**config.mk**
```make
export PLATFORM = sky130hd
export DESIGN_NAME = mem_wb_stage_reg
export DESIGN_NICKNAME = d
export VERILOG_FILES = /design/src/rtl/mem_wb_stage_reg.sv
export SDC_FILE = /design/constraint.sdc
export NUM_CORES = 1
export LEC_CHECK = 0
export ABC_AREA = 1
export CAP_MARGIN = 5
export CORE_UTILIZATION = 38
export CTS_CLUSTER_DIAMETER = 100
export DETAILED_ROUTE_END_ITERATION = 10
export GPL_TIMING_DRIVEN = 0
export PLACE_DENSITY = 0.84
export SKIP_LAST_GASP = 1
export SYNTH_ARGS = -nofsm -noshare
export SYNTH_HDL_FRONTEND = slang
export SYNTH_SLANG_ARGS = --single-unit
export TNS_END_PERCENT = 20
```
**constraint.sdc**
```tcl
create_clock -name clk -period 1.1 [get_ports clk]
set_input_delay 0.33 -clock clk [delete_from_list [all_inputs] [get_ports clk]]
set_output_delay 0.33 -clock clk [all_outputs]
set_load 0.02 [all_outputs]
```
**src/rtl/mem_wb_stage_reg.sv**
```systemverilog
// mem_wb_stage_reg: MEM->WB pipeline stage register with valid/ready handshake,
// stall, synchronous flush and gated write-back control outputs.
// Optional feature macro: MEM_WB_SKID_EN adds a second (skid) entry so that
// in_ready comes from a register instead of a combinational out_ready path.
module mem_wb_stage_reg #(
    parameter int DATA_W = 24,
    parameter int ALU_W  = 16,
    parameter int RA_W   = 4
) (
    input  logic              clk,
    input  logic              rst,
    input  logic              in_valid,
    output logic              in_ready,
    input  logic              flush,
    input  logic [DATA_W-1:0] RD,
    input  logic [ALU_W-1:0]  ALUOutM,
    input  logic [RA_W-1:0]   WA3M,
    input  logic              PCSrcM,
    input  logic              regWriteM,
    input  logic              memToRegM,
    output logic              out_valid,
    input  logic              out_ready,
    output logic [DATA_W-1:0] ReadData,
    output logic [ALU_W-1:0]  AluOutW,
    output logic [RA_W-1:0]   WA3W,
    output logic              PCSrcW,
    output logic              regWriteW,
    output logic              memToRegW
);

    typedef struct packed {
        logic [DATA_W-1:0] rd;
        logic [ALU_W-1:0]  alu;
        logic [RA_W-1:0]   wa;
        logic              pc;
        logic              rw;
        logic              m2r;
    } payload_t;

    payload_t in_pl_s;
    payload_t m_pl_q, m_pl_d;
    logic     m_valid_q, m_valid_d;
    logic     in_ready_s;
    logic     accept_s;

    // Bundle the MEM-side fields into one payload word.
    always_comb begin
        in_pl_s     = '0;
        in_pl_s.rd  = RD;
        in_pl_s.alu = ALUOutM;
        in_pl_s.wa  = WA3M;
        in_pl_s.pc  = PCSrcM;
        in_pl_s.rw  = regWriteM;
        in_pl_s.m2r = memToRegM;
    end

    assign accept_s = in_valid & in_ready_s & ~flush;
    assign in_ready = in_ready_s;

`ifdef MEM_WB_SKID_EN
    payload_t s_pl_q, s_pl_d;
    logic     s_valid_q, s_valid_d;

    // Ready depends only on the skid entry, so it is free of out_ready;
    // held low while reset is asserted so every output reads 0.
    assign in_ready_s = rst & ~s_valid_q;

    // Next state for M and S: S always refills M first to keep order.
    always_comb begin
        m_pl_d    = m_pl_q;
        m_valid_d = m_valid_q;
        s_pl_d    = s_pl_q;
        s_valid_d = s_valid_q;
        if (flush) begin
            m_valid_d = 1'b0;
            s_valid_d = 1'b0;
        end else if (!m_valid_q || out_ready) begin
            if (s_valid_q) begin
                m_pl_d    = s_pl_q;
                m_valid_d = 1'b1;
                if (accept_s) begin
                    s_pl_d    = in_pl_s;
                    s_valid_d = 1'b1;
                end else begin
                    s_valid_d = 1'b0;
                end
            end else if (accept_s) begin
                m_pl_d    = in_pl_s;
                m_valid_d = 1'b1;
            end else begin
                m_valid_d = 1'b0;
            end
        end else if (accept_s) begin
            s_pl_d    = in_pl_s;
            s_valid_d = 1'b1;
        end else begin
            s_valid_d = s_valid_q;
        end
    end

    // Skid entry storage.
    always_ff @(posedge clk or negedge rst) begin
        if (!rst) begin
            s_pl_q    <= '0;
            s_valid_q <= 1'b0;
        end else begin
            s_pl_q    <= s_pl_d;
            s_valid_q <= s_valid_d;
        end
    end
`else
    // Single entry: can take new data whenever M is empty or draining.
    assign in_ready_s = rst & (out_ready | ~m_valid_q);

    // Next state for M: flush beats accept, accept beats drain.
    always_comb begin
        m_pl_d    = m_pl_q;
        m_valid_d = m_valid_q;
        if (flush) begin
            m_valid_d = 1'b0;
        end else if (accept_s) begin
            m_pl_d    = in_pl_s;
            m_valid_d = 1'b1;
        end else if (m_valid_q && out_ready) begin
            m_valid_d = 1'b0;
        end else begin
            m_valid_d = m_valid_q;
        end
    end
`endif

    // Main entry storage; drives every WB-side output.
    always_ff @(posedge clk or negedge rst) begin
        if (!rst) begin
            m_pl_q    <= '0;
            m_valid_q <= 1'b0;
        end else begin
            m_pl_q    <= m_pl_d;
            m_valid_q <= m_valid_d;
        end
    end

    assign out_valid = m_valid_q;
    assign ReadData  = m_pl_q.rd;
    assign AluOutW   = m_pl_q.alu;
    assign WA3W      = m_pl_q.wa;
    assign memToRegW = m_pl_q.m2r;
    // A bubble must never redirect the PC or write the register file.
    assign PCSrcW    = m_pl_q.pc & m_valid_q;
    assign regWriteW = m_pl_q.rw & m_valid_q;

endmodule

```
* Word level (Yosys, flattened, before mapping) *
Cells that the tools add are included.

storage, ports and cells
  output and inout bits = 49
  register bits = 48
  bits of input ports = 52
  logic and storage cells = 21

operators by class
  multiplexer cells = 3
  reduce and logical (&&, ||, !) cells = 3
  bitwise logic cells = 8

operators by type and width
  kind               count
  $and 1x1->1        5
  $mux 1             3
  $reduce_bool 3->1  1
  $not 1->1          2
  $reduce_and 2->1   1
  $logic_and 1x1->1  1
  $or 1x1->1         1

* Depth between registers and ports, before layout *
Gate-level depths: netlist (run 1).

  depth after elaboration = 7
  depth in mapped cells = 7
  mapped depth without buffers = 5

* Least setup slack after synthesis (run 1) *
OpenSTA, ideal clock, no wires.

  kind = flip-flop to output port
  start point = register m_valid_q (netlist: out_valid)
  end point = output port in_ready
  arrival time = 1.024 ns
  path slack = -0.254 ns
  cell stages (with the launch flop) = 2
  buffers on the path = 0
  cells stage by stage = dfrtp_1 > a21boi_0

between the ends
  word-level cells in the longest chain between the ends = 3

ends and longest elaborated chain
  item                    RTL line  source
  from (decl)             42        logic m_valid_q, m_valid_d;
  from (signal assigned)  139       m_valid_q <= m_valid_d;
  $not 1->1               113       assign in_ready_s = rst & (out_ready | ~m_valid_q);
  $or 1x1->1              113
  $and 1x1->1             113
  to (decl)               13        output logic in_ready,

No other way between the ends.

* Final worst setup path (run 1) *
Same ends and word-level chain as after synthesis.

==> results of run 1 <==
## per-layer routing
metal  GRT usage  vias up
li1            -     1070
met1       0.264     1011
met2       0.361       73
met3      0.0386        9
met4      0.0571        0
met5           0        -
## worst register-to-register path, stage by stage (launching register included)
cell and delay, ns:
dfrtp_2 0.45, buf_4 0.15, nand2_4 0.08, nand3_4 0.07, buf_4 0.14, buf_6 0.13
nand2_1 0.06, nand2_1 0.06
## registers in the layout (all words and copies together), names as in the netlist
| signal | cells |
|---|---|
| memToRegW | 1 |
| out_valid | 1 |
| m_pl_q | 2 |
| AluOutW | 16 |
| ReadData | 24 |
| WA3W | 4 |
## Yosys cell counts (all sizes together)
master	n	area [um^2]
nand2	97	367
buf	61	435
dfrtp	48	1200
nand4	47	294
inv	4	15.0
clkbuf	3	11.3
a21boi	1	7.51
nand3	1	10.0
nor2	1	6.26
o21ai	1	5.00
## per-stage QoR
stage | TNS (ns) | util | instance area, um^2 | power (mW) | instances
global route | -20.36 | 0.631 | 3760 | 5.79 | 460
global placement | -203.37 | 0.580 | 3450 | 4.20 | 439
CTS | -17.44 | 0.608 | 3620 | 5.48 | 453
finish | -14.32 | 0.631 | 3760 | 5.46 | 460
detailed placement | -40.40 | 0.582 | 3470 | 4.26 | 440
floorplan | -0.923 | - | 2360 | 3.34 | 264
## logic make-up (layout without fill, tap and decap cells)
logic type	after synthesis	in the layout	share of synthesized area
buffers and inverters	68	189	0.196
AND/OR/NAND/NOR	146	146	0.288
flip-flops	48	48	0.511
AO/OA/AOI/OAI	2	2	0.00532
## power groups by stage
| stage | Clock, mW | Combinational (mW) | Sequential (mW) |
|---|---|---|---|
| 4_1_cts | 1.27 | 1.96 | 2.25 |
| 2_1_floorplan | 0 | 1.11 | 2.22 |
| 3_5_place_dp | 0 | 2.00 | 2.26 |
| 3_3_place_gp | 0 | 1.95 | 2.25 |
| 5_1_grt | 1.35 | 2.15 | 2.29 |
| 6_report | 1.23 | 1.99 | 2.25 |
## area by class of cell
type | instances | area, um^2 | area share
buffer | 62 | 554 | 0.148
inverter | 4 | 15.0 | 0.00400
clock inverter | 2 | 35.0 | 0.00933
clock buffer | 6 | 72.6 | 0.0193
tap | 75 | 93.8 | 0.0250
sequential | 48 | 1200 | 0.320
timing repair buffer | 115 | 1070 | 0.285
multi-input combinational | 148 | 711 | 0.189
## repair_timing
item	in CTS	in global routing
gates cloned	2	0
setup endpoints to repair	97	110
buffers inserted	4	7
resized for setup	256	26
hold buffers	1	0
endpoints found under the hold margin	13	0
pin swaps	2	3
## path summary, 6_finish.rpt
path                                           from                  endpoint  slack (ns)  cells past startpoint
max in group asynchronous                       rst    AluOutW[3]$_DFFE_PN0P_        0.10                      2
setup / recovery              out_valid$_DFFE_PN0P_                  in_ready       -0.24                      2
hold / removal                                  rst     out_valid$_DFFE_PN0P_        0.06                      3
setup reg to reg              out_valid$_DFFE_PN0P_       WA3W[2]$_DFFE_PN0P_       -0.15                      7
min in group clk                              flush     out_valid$_DFFE_PN0P_        0.32                      2
hold reg to reg            ReadData[21]$_DFFE_PN0P_  ReadData[21]$_DFFE_PN0P_        0.48                      2
==> impl_table.tex, run 1 <==
\begin{tabular}{lr}
\hline
Metric & Value \\
\hline
\multicolumn{2}{l}{\textbf{Run status}} \\
Run status & finished with violations \\
Violated checks & negative setup slack \\
\multicolumn{2}{l}{\textbf{STA}} \\
Final setup slack of the worst path & -0.242 ns \\
Final min period & 1.34 ns \\
Remaining max-slew budget at the tightest pin & 0.588 \\
Pins over their slew limit & 0 \\
Portion of the clock cycle consumed by the worst path in the final layout & 1.22 \\
Max Freq & 745 MHz \\
Maximum clock skew at final layout & 0.00658 ns \\
Final hold violations & 0 \\
Tightest hold margin & 0.0575 ns \\
Number of setup violations in the final report & 96 \\
Setup repair after global routing missed its margin & true \\
Tightest Pin Transition & 0.616 ns \\
\multicolumn{2}{l}{\textbf{Synthesis}} \\
Yosys synthesis warning count & 0 \\
Post-synthesis cell area & 2350 um\^{}2 \\
Nets in the synthesized netlist & 316 \\
Cells after synthesis & 264 \\
Mean instance size in the synthesized netlist & 8.91 um\^{}2 \\
Seq/Total Area, Yosys & 0.511 \\
Number of storage elements in the synthesis netlist & 48 \\
Count of cell types in the netlist & 14 \\
\multicolumn{2}{l}{\textbf{Global route}} \\
Wire length of the first global-routing pass & 10.2 mm \\
Overflow left after global routing & 0 \\
Number of global-route vias before repair & 2136 \\
Antenna violations before repair & 0 \\
Pin count of the biggest net entering global routing & 20 \\
Aggregate global-route resource usage & 0.209 \\
\multicolumn{2}{l}{\textbf{Route}} \\
Met3 wire length & 354 um \\
Detailed-route DRC error count & 0 \\
Detail Route met2 WL & 3.16 mm \\
First-pass iteration count of the detailed router & 4 \\
Number of DRC markers in iteration 0 & 80 \\
WL met1 & 2.68 mm \\
Via density per instance & 4.70 \\
Average routed wire per standard cell & 13.6 um \\
WL final & 6.26 mm \\
Remaining antenna violation count & 0 \\
Detailed-route via count & 2163 \\
Uppermost metal layer occupied by signal nets & met4 \\
\multicolumn{2}{l}{\textbf{Setup path}} \\
Critical Path AT & 1.01 ns \\
Endpoint type of the worst setup path & output port \\
Largest incremental delay on the critical path & 0.45 ns \\
Buffering stage count on the worst path with inverters included & 1 \\
Critical path, cell by cell & a21boi\_2 > buf\_6 \\
Worst Setup Start Kind & flop \\
Slowest stage cell on the critical path & dfrtp\_2 \\
Top cell family by delay on the critical path & flip-flops \\
Data required time of the critical path & 0.77 ns \\
Type of the worst setup path & reg -> out \\
Critical path fanouts, max & 5 \\
\multicolumn{2}{l}{\textbf{Power and ir drop}} \\
Switching component of the power & 1.65 mW \\
Internal power & 3.82 mW \\
Power per cell area & 1450 nW/um\^{}2 \\
Sequential cell fraction of total power & 0.411 \\
Combinational share of power & 0.364 \\
Peak VDD IR & 0.000767 V \\
Static leakage & 2.00 nW \\
Switching Share & 0.302 \\
Proportion of power drawn by the clock network & 0.225 \\
\multicolumn{2}{l}{\textbf{Die}} \\
Die height & 80.7 um \\
Top-Level Pins & 101 \\
Die Footprint & 6510 um\^{}2 \\
Effective utilization at floorplan & 0.395 \\
Die boundary width & 80.7 um \\
Total number of placement rows & 28 \\
Core ar. & 5960 um\^{}2 \\
\multicolumn{2}{l}{\textbf{Min path}} \\
Worst Hold Class & in -> async \\
\multicolumn{2}{l}{\textbf{Job}} \\
Max-Cap Viols & 0 \\
\multicolumn{2}{l}{\textbf{CTS}} \\
TritonCTS clock tree & done \\
Worst-path clk slew & 0.08 ns \\
Number of sinks on the clock net & 48 \\
Clock root buffer master & clkbuf\_8 \\
Later-pin clock latency in the skew report & 0.29 ns \\
Clk buf depth & 2 \\
Number of CTS-inserted buffers & 5 \\
Number of H-tree branching levels & 2 \\
\multicolumn{2}{l}{\textbf{Cells and area}} \\
Count of nets after finishing & 436 \\
Filler Cell Count & 498 \\
Synth-to-layout area growth & 59.7\% \\
Layout cells sized above 1 & 0.356 \\
Most common library cell in the layout ignoring fill and taps & nand2\_1 \\
Commonest cells after routing, fill and taps aside & nand2\_1, dfrtp\_1, nand4\_1, clkdlybuf4s50\_1, buf\_4 \\
Diode count & 0 \\
\multicolumn{2}{l}{\textbf{Placed design}} \\
Setup WS pre-CTS & -1.26 ns \\
Detailed placer's ending HPWL & 4.19 mm \\
Input/output buffers & 100 \\
Routability-driven placement congestion ratio & 0.715 \\
\hline
\end{tabular}
(Power assumes the default switching activity.)
==> inputs of run 2 (changes only) <==
- CELL_PAD_IN_SITES_DETAIL_PLACEMENT: default -> 1
- CELL_PAD_IN_SITES_GLOBAL_PLACEMENT: default -> 2
- CORE_UTILIZATION: 38 -> 31
- DONT_BUFFER_PORTS: default -> 1
- PLACE_DENSITY: 0.84 -> 0.81
==> run 2 against run 1 <==
  * The flow finishes with violations (negative hold slack, negative setup slack)
  * Flip-flop and latch count did not move
  * Via count fell by 20%
  * Combinational power fell by 39%
  * Sequential power barely moved
  * Largest power group unchanged
  * Global-route usage fell by 5.3 points
  * Fmax fell by 3.0%
  * Total power fell by 17%
  * Worst setup slack got worse by 0.041 ns
  * Non-clock buffer count fell by 113
  * First-iteration DRC count fell by 6.3%
  * Core utilization fell by 28 points
  * Critical path depth fell by 1
  * Critical path type unchanged
==> impl_table.tex, run 2 (same netlist as run 1, synthesis figures left out) <==
\begin{tabular}{lr}
\hline
Metric & Value \\
\hline
\multicolumn{2}{l}{\textbf{Route}} \\
Average routed wire per standard cell & 15.6 um (was 13.6 um) \\
WL final & 5.79 mm (was 6.26 mm) \\
Detailed-route DRC error count & 0 (unchanged) \\
Number of DRC markers in iteration 0 & 75 (was 80) \\
Detailed-route via count & 1720 (was 2163) \\
First-pass iteration count of the detailed router & 4 (unchanged) \\
Via density per instance & 4.64 (was 4.70) \\
Remaining antenna violation count & 0 (unchanged) \\
\multicolumn{2}{l}{\textbf{Global route}} \\
Aggregate global-route resource usage & 0.155 (was 0.209) \\
Antenna violations before repair & 0 (unchanged) \\
Pin count of the biggest net entering global routing & 53 (was 20) \\
Number of global-route vias before repair & 1752 (was 2136) \\
Wire length of the first global-routing pass & 9.14 mm (was 10.2 mm) \\
Overflow left after global routing & 0 (unchanged) \\
\multicolumn{2}{l}{\textbf{CTS}} \\
Setup Buffers After CTS & 0 (was 4) \\
Later-pin clock latency in the skew report & 0.30 ns (was 0.29 ns) \\
Number of CTS-inserted buffers & 5 (unchanged) \\
Worst-path clk slew & 0.09 ns (was 0.08 ns) \\
Clk buf depth & 2 (unchanged) \\
Number of H-tree branching levels & 2 (unchanged) \\
Clock root buffer master & clkbuf\_8 (unchanged) \\
TritonCTS clock tree & done (unchanged) \\
Number of sinks on the clock net & 48 (unchanged) \\
\multicolumn{2}{l}{\textbf{Cells and area}} \\
Most common library cell in the layout ignoring fill and taps & nand2\_1 (unchanged) \\
Synth-to-layout area growth & 10.2\% (was 59.7\%) \\
Commonest cells after routing, fill and taps aside & nand2\_1, buf\_4, dfrtp\_1, nand4\_1 (was nand2\_1, dfrtp\_1, nand4\_1, clkdlybuf4s50\_1, buf\_4) \\
Seq. cell area & 1200 um\^{}2 (unchanged) \\
Final std cells w/o fill & 371 (was 460) \\
Core occupancy in the finished layout & 0.355 (was 0.631) \\
Layout cells sized above 1 & 0.283 (was 0.356) \\
Filler Cell Count & 911 (was 498) \\
Number of flip-flops in the largest register & 24 (unchanged) \\
Area of the multi-input gates & 701 um\^{}2 (was 711 um\^{}2) \\
Diode count & 0 (unchanged) \\
Count of nets after finishing & 323 (was 436) \\
\multicolumn{2}{l}{\textbf{Power and ir drop}} \\
Power per cell area & 1760 nW/um\^{}2 (was 1450 nW/um\^{}2) \\
Internal power & 3.06 mW (was 3.82 mW) \\
Static leakage & 1.38 nW (was 2.00 nW) \\
Sequential cell fraction of total power & 0.491 (was 0.411) \\
Total power & 4.56 mW (was 5.46 mW) \\
Combinational share of power & 0.268 (was 0.364) \\
Switching Share & 0.328 (was 0.302) \\
Switching component of the power & 1.49 mW (was 1.65 mW) \\
Proportion of power drawn by the clock network & 0.242 (was 0.225) \\
Peak VDD IR & 0.000550 V (was 0.000767 V) \\
\multicolumn{2}{l}{\textbf{Setup path}} \\
Number of cells traversed by the worst register-to-register path & 6 (was 7) \\
R2R Setup Slk & -0.21 ns (was -0.15 ns) \\
Slowest stage cell on the critical path & dfrtp\_2 (unchanged) \\
Top cell family by delay on the critical path & flip-flops (unchanged) \\
Startpoint of the worst-slack reg-to-reg timing path & out\_valid\$\_DFFE\_PN0P\_ (unchanged) \\
Worst Setup Start Kind & flop (unchanged) \\
Critical Path AT & 1.05 ns (was 1.01 ns) \\
Critical path fanouts, max & 5 (unchanged) \\
Endpoint type of the worst setup path & output port (unchanged) \\
Critical register-to-register path endpoint & ReadData[0]\$\_DFFE\_PN0P\_ (was WA3W[2]\$\_DFFE\_PN0P\_) \\
Buffering stage count on the worst path with inverters included & 0 (was 1) \\
Type of the worst setup path & reg -> out (unchanged) \\
Critical path, cell by cell & a21boi\_4 (was a21boi\_2 > buf\_6) \\
Largest incremental delay on the critical path & 0.51 ns (was 0.45 ns) \\
Data required time of the critical path & 0.77 ns (about the same) \\
\multicolumn{2}{l}{\textbf{STA}} \\
Final min period & 1.38 ns (was 1.34 ns) \\
Final hold violations & 48 (was 0) \\
Final setup slack of the worst path & -0.283 ns (was -0.242 ns) \\
Setup repair after global routing missed its margin & true (unchanged) \\
Number of setup violations in the final report & 97 (was 96) \\
Remaining max-slew budget at the tightest pin & 0.705 (was 0.588) \\
Tightest Pin Transition & 0.443 ns (was 0.616 ns) \\
Max Freq & 723 MHz (was 745 MHz) \\
Portion of the clock cycle consumed by the worst path in the final layout & 1.26 (was 1.22) \\
Tightest hold margin & -0.290 ns (was 0.0575 ns) \\
Maximum clock skew at final layout & 0.00703 ns (was 0.00658 ns) \\
Pins over their slew limit & 0 (unchanged) \\
\multicolumn{2}{l}{\textbf{Die}} \\
Effective utilization at floorplan & 0.323 (was 0.395) \\
Die boundary width & 89.1 um (was 80.7 um) \\
Die Footprint & 7940 um\^{}2 (was 6510 um\^{}2) \\
Die height & 89.1 um (was 80.7 um) \\
Total number of placement rows & 31 (was 28) \\
Top-Level Pins & 101 (unchanged) \\
Core ar. & 7290 um\^{}2 (was 5960 um\^{}2) \\
\multicolumn{2}{l}{\textbf{Min path}} \\
Worst Hold Class & in -> async (unchanged) \\
\multicolumn{2}{l}{\textbf{Job}} \\
Max-Cap Viols & 0 (unchanged) \\
\multicolumn{2}{l}{\textbf{Placed design}} \\
Routability-driven placement congestion ratio & 0.643 (was 0.715) \\
Placed Cells & 363 (was 440) \\
Input/output buffers & 0 (was 100) \\
Detailed placer's ending HPWL & 4.03 mm (was 4.19 mm) \\
\multicolumn{2}{l}{\textbf{Run status}} \\
Run status & finished with violations (unchanged) \\
Violated checks & negative hold slack, negative setup slack (was negative setup slack) \\
\hline
\end{tabular}
==> run 2: worst max path at each step <==
stage,start,to,slack [ns],cells past startpoint
3_5_place_dp,out_valid$_DFFE_PN0P_,AluOutW[0]$_DFFE_PN0P_,-0.26,4
2_1_floorplan,out_valid$_DFFE_PN0P_,AluOutW[10]$_DFFE_PN0P_,-0.05,6
6_report,out_valid$_DFFE_PN0P_,in_ready,-0.28,1
3_3_place_gp,out_valid$_DFFE_PN0P_,AluOutW[11]$_DFFE_PN0P_,-0.22,5
5_1_grt,out_valid$_DFFE_PN0P_,ReadData[7]$_DFFE_PN0P_,-0.33,6
4_1_cts,out_valid$_DFFE_PN0P_,in_ready,-0.30,1
==> run 2: metrics by stage <==
step                setup WS [ns]  setup TNS, ns  instance area (um^2)
floorplan                 -0.0488         -0.923                  2360
CTS                        -0.302         -12.42                  2590
detailed placement         -0.261          -8.76                  2480
global route               -0.327         -15.91                  2590
global placement           -0.220          -8.12                  2480
finish                     -0.283          -9.52                  2590
==> run 2: area by class of cell <==
class | count | share of cell area
flip-flops and latches | 48 | 0.464
multi-input cells | 148 | 0.270
plain buffers | 64 | 0.176
well taps | 99 | 0.0478
clock buffers | 6 | 0.0319
inverters | 4 | 0.00579
clock inverters | 2 | 0.00386
==> run 2: layer usage <==
layer	vias up	part of all wire	routed length (um)	global-route usage
met5	-	0	0	0
met4	0	0.011	61	0.0476
met3	4	0.067	385	0.0462
met2	59	0.48	2770	0.260
met1	818	0.44	2570	0.193
li1	839	-	-	-
==> run 2: what timing repair did <==
item | CTS | global route
cloned | 0 | 0
setup endpoints to repair | 97 | 97
hold endpoints to repair | 48 | 48
pin swaps | 1 | 0
resized for setup | 7 | 2
==> run 2: power by group through the flow <==
stage | clock [mW] | sequential, mW | combinational (mW)
6_report | 1.10 | 2.24 | 1.22
3_3_place_gp | 0 | 2.26 | 1.21
5_1_grt | 1.21 | 2.28 | 1.35
4_1_cts | 1.16 | 2.24 | 1.24
2_1_floorplan | 0 | 2.22 | 1.11
3_5_place_dp | 0 | 2.28 | 1.24
==> inputs of run 3 (changes only) <==
--- a/config.mk
+++ b/config.mk
@@ -10,10 +10,10 @@
 export CELL_PAD_IN_SITES_DETAIL_PLACEMENT = 1
 export CELL_PAD_IN_SITES_GLOBAL_PLACEMENT = 2
-export CORE_UTILIZATION = 31
+export CORE_UTILIZATION = 30
 export CTS_CLUSTER_DIAMETER = 100
 export DETAILED_ROUTE_END_ITERATION = 10
 export DONT_BUFFER_PORTS = 1
 export GPL_TIMING_DRIVEN = 0
-export PLACE_DENSITY = 0.81
+export PLACE_DENSITY = 0.79
 export SKIP_LAST_GASP = 1
 export SYNTH_ARGS = -nofsm -noshare
==> constraint.sdc (replaced) <==
create_clock -name clk -period 1.1 [get_ports clk]
set_input_delay 0.33 -clock clk [delete_from_list [all_inputs] [get_ports clk]]
set_output_delay 0.33 -clock clk [all_outputs]
set_load 0.05 [all_outputs]
==> run 3 against run 2 <==
  * The flow still finishes with violations (negative hold slack, negative setup slack)
  * Register-to-register slack worse by 0.07 ns
  * Sequential share of layout area shrank 0.77 points
  * Global-route usage down 0.42 points
  * Non-clock buffer count is the same
  * Hold slack got worse by 0.0028 ns
  * Die area is 3.3% higher
  * Wire length up 0.66%
  * Combinational power up 56%
  * Core utilization about the same
  * Critical path depth unchanged
  * Cell count did not move
  * Via count rose by 1.3%
  * Critical path type unchanged
==> impl_table.tex, run 3 (same netlist as run 1, synthesis figures left out) <==
\begin{tabular}{lr}
\hline
Metric & Value \\
\hline
\multicolumn{2}{l}{\textbf{STA}} \\
Portion of the clock cycle consumed by the worst path in the final layout & 1.48 (was 1.26) \\
Number of setup violations in the final report & 97 (unchanged) \\
Tightest Pin Transition & 0.501 ns (was 0.443 ns) \\
Tightest hold margin & -0.293 ns (was -0.290 ns) \\
Setup repair after global routing missed its margin & true (unchanged) \\
Final min period & 1.62 ns (was 1.38 ns) \\
Max Freq & 616 MHz (was 723 MHz) \\
Final setup slack of the worst path & -0.523 ns (was -0.283 ns) \\
Final hold violations & 48 (unchanged) \\
Maximum clock skew at final layout & 0.0109 ns (was 0.00703 ns) \\
Pins over their slew limit & 0 (unchanged) \\
Remaining max-slew budget at the tightest pin & 0.666 (was 0.705) \\
\multicolumn{2}{l}{\textbf{Setup path}} \\
Critical path fanouts, max & 5 (unchanged) \\
R2R Setup Slk & -0.28 ns (was -0.21 ns) \\
Slowest stage cell on the critical path & dfrtp\_2 (unchanged) \\
Critical Path AT & 1.29 ns (was 1.05 ns) \\
Endpoint type of the worst setup path & output port (unchanged) \\
Startpoint of the most critical setup path & out\_valid\$\_DFFE\_PN0P\_ (unchanged) \\
Startpoint of the worst-slack reg-to-reg timing path & out\_valid\$\_DFFE\_PN0P\_ (unchanged) \\
Largest incremental delay on the critical path & 0.57 ns (was 0.51 ns) \\
Data required time of the critical path & 0.77 ns (about the same) \\
Number of cells traversed by the worst register-to-register path & 5 (was 6) \\
Top cell family by delay on the critical path & flip-flops (unchanged) \\
Critical path, cell by cell & a21boi\_4 (unchanged) \\
Buffering stage count on the worst path with inverters included & 0 (unchanged) \\
Worst Setup Start Kind & flop (unchanged) \\
Critical register-to-register path endpoint & ReadData[4]\$\_DFFE\_PN0P\_ (was ReadData[0]\$\_DFFE\_PN0P\_) \\
Type of the worst setup path & reg -> out (unchanged) \\
\multicolumn{2}{l}{\textbf{Die}} \\
Die boundary width & 90.6 um (was 89.1 um) \\
Total number of placement rows & 31 (unchanged) \\
Die height & 90.6 um (was 89.1 um) \\
Top-Level Pins & 101 (unchanged) \\
Die Footprint & 8200 um\^{}2 (was 7940 um\^{}2) \\
Effective utilization at floorplan & 0.318 (was 0.323) \\
Core ar. & 7410 um\^{}2 (was 7290 um\^{}2) \\
\multicolumn{2}{l}{\textbf{Power and ir drop}} \\
Internal power & 3.25 mW (was 3.06 mW) \\
Switching component of the power & 2.19 mW (was 1.49 mW) \\
Switching Share & 0.402 (was 0.328) \\
Combinational share of power & 0.350 (was 0.268) \\
Sequential cell fraction of total power & 0.415 (was 0.491) \\
Static leakage & 1.38 nW (about the same) \\
Power per cell area & 2060 nW/um\^{}2 (was 1760 nW/um\^{}2) \\
Proportion of power drawn by the clock network & 0.235 (was 0.242) \\
Peak VDD IR & 0.000550 V (about the same) \\
\multicolumn{2}{l}{\textbf{Route}} \\
Detailed-route DRC error count & 0 (unchanged) \\
Detailed-route via count & 1743 (was 1720) \\
Via density per instance & 4.70 (was 4.64) \\
First-pass iteration count of the detailed router & 4 (unchanged) \\
Remaining antenna violation count & 0 (unchanged) \\
Number of DRC markers in iteration 0 & 44 (was 75) \\
Average routed wire per standard cell & 15.7 um (was 15.6 um) \\
WL final & 5.82 mm (was 5.79 mm) \\
\multicolumn{2}{l}{\textbf{Run status}} \\
Violated checks & negative hold slack, negative setup slack (unchanged) \\
Run status & finished with violations (unchanged) \\
\multicolumn{2}{l}{\textbf{CTS}} \\
Clock root buffer master & clkbuf\_8 (unchanged) \\
Number of sinks on the clock net & 48 (unchanged) \\
TritonCTS clock tree & done (unchanged) \\
Worst-path clk slew & 0.10 ns (was 0.09 ns) \\
Clk buf depth & 2 (unchanged) \\
Number of CTS-inserted buffers & 5 (unchanged) \\
Number of H-tree branching levels & 2 (unchanged) \\
Later-pin clock latency in the skew report & 0.30 ns (about the same) \\
Setup Buffers After CTS & 0 (unchanged) \\
\multicolumn{2}{l}{\textbf{Cells and area}} \\
Post-route standard cell area excluding fillers & 2640 um\^{}2 (was 2590 um\^{}2) \\
Commonest cells after routing, fill and taps aside & nand2\_1, buf\_4, dfrtp\_1, nand4\_1, buf\_2 (was nand2\_1, buf\_4, dfrtp\_1, nand4\_1) \\
Count of nets after finishing & 323 (unchanged) \\
Final std cells w/o fill & 371 (unchanged) \\
Layout cells sized above 1 & 0.290 (was 0.283) \\
Diode count & 0 (unchanged) \\
Synth-to-layout area growth & 12.0\% (was 10.2\%) \\
Number of flip-flops in the largest register & 24 (unchanged) \\
Most common library cell in the layout ignoring fill and taps & nand2\_1 (unchanged) \\
\multicolumn{2}{l}{\textbf{Global route}} \\
Wire length of the first global-routing pass & 9.73 mm (was 9.14 mm) \\
Aggregate global-route resource usage & 0.151 (was 0.155) \\
Pin count of the biggest net entering global routing & 53 (unchanged) \\
Number of global-route vias before repair & 1829 (was 1752) \\
Antenna violations before repair & 0 (unchanged) \\
Overflow left after global routing & 0 (unchanged) \\
\multicolumn{2}{l}{\textbf{Placed design}} \\
Placed Cells & 363 (unchanged) \\
Detailed placer's ending HPWL & 4.13 mm (was 4.03 mm) \\
Routability-driven placement congestion ratio & 0.649 (was 0.643) \\
Input/output buffers & 0 (unchanged) \\
Cell area reported after detailed placement & 2520 um\^{}2 (was 2480 um\^{}2) \\
\multicolumn{2}{l}{\textbf{Min path}} \\
Worst Hold Class & in -> async (unchanged) \\
\multicolumn{2}{l}{\textbf{Job}} \\
Max-Cap Viols & 0 (unchanged) \\
\hline
\end{tabular}
run 3: changes by cell type in the layout (fill, tap and decap cells not counted), sizes merged:
| cell | delta |
|---|---|
| clkinv | -1 |
| bufinv | +1 |
| inv | -2 |
| clkbuf | -1 |
| clkinvlp | +3 |
run 3: final cells by class:
type / count / area [um^2]
plain buffers: 64 / 469
fillers: 910 / 4770
clock inverters: 3 / 42.5
flip-flops and latches: 48 / 1200
clock buffers: 5 / 68.8
inverters: 4 / 22.5
multi-input cells: 148 / 706
well taps: 99 / 124
run 3: worst max-delay path by stage:
stage	depth (start not counted)	slack, ns	endpoint
2_1_floorplan	1	-0.15	in_ready
3_3_place_gp	4	-0.34	AluOutW[2]$_DFFE_PN0P_
3_5_place_dp	4	-0.36	AluOutW[2]$_DFFE_PN0P_
4_1_cts	1	-0.54	in_ready
5_1_grt	1	-0.59	in_ready
6_report	1	-0.52	in_ready
run 3: power by group through the flow:
stage               combinational (mW)  sequential, mW  clock (mW)
CTS                               1.93            2.26        1.34
finish                            1.90            2.26        1.28
global route                      2.01            2.30        1.42
global placement                  1.91            2.28           0
detailed placement                1.92            2.29           0
floorplan                         1.80            2.25           0
run 3: through the flow:
step / util / setup TNS [ns] / total power, mW / setup slack (ns)
after CTS: 0.356 / -18.24 / 5.53 / -0.543
after global routing: 0.356 / -24.00 / 5.73 / -0.589
after global placement: 0.340 / -12.61 / 4.19 / -0.344
final: 0.356 / -16.60 / 5.44 / -0.523
after detailed placement: 0.340 / -12.88 / 4.22 / -0.363
after floorplan: - / -5.45 / 4.05 / -0.147
run 3: metal layers:
metal | vias up | track usage | part of all wire
met3 | 6 | 0.0471 | 0.066
met4 | 0 | 0.0363 | 0.0091
met5 | - | 0 | 0
met1 | 831 | 0.193 | 0.45
li1 | 843 | - | -
met2 | 63 | 0.247 | 0.48
run 3: repair_timing:
item / in CTS / in global routing
setup endpoints to repair: 97 / 97
hold endpoints to repair: 48 / 48
gates resized for setup: 2 / 0
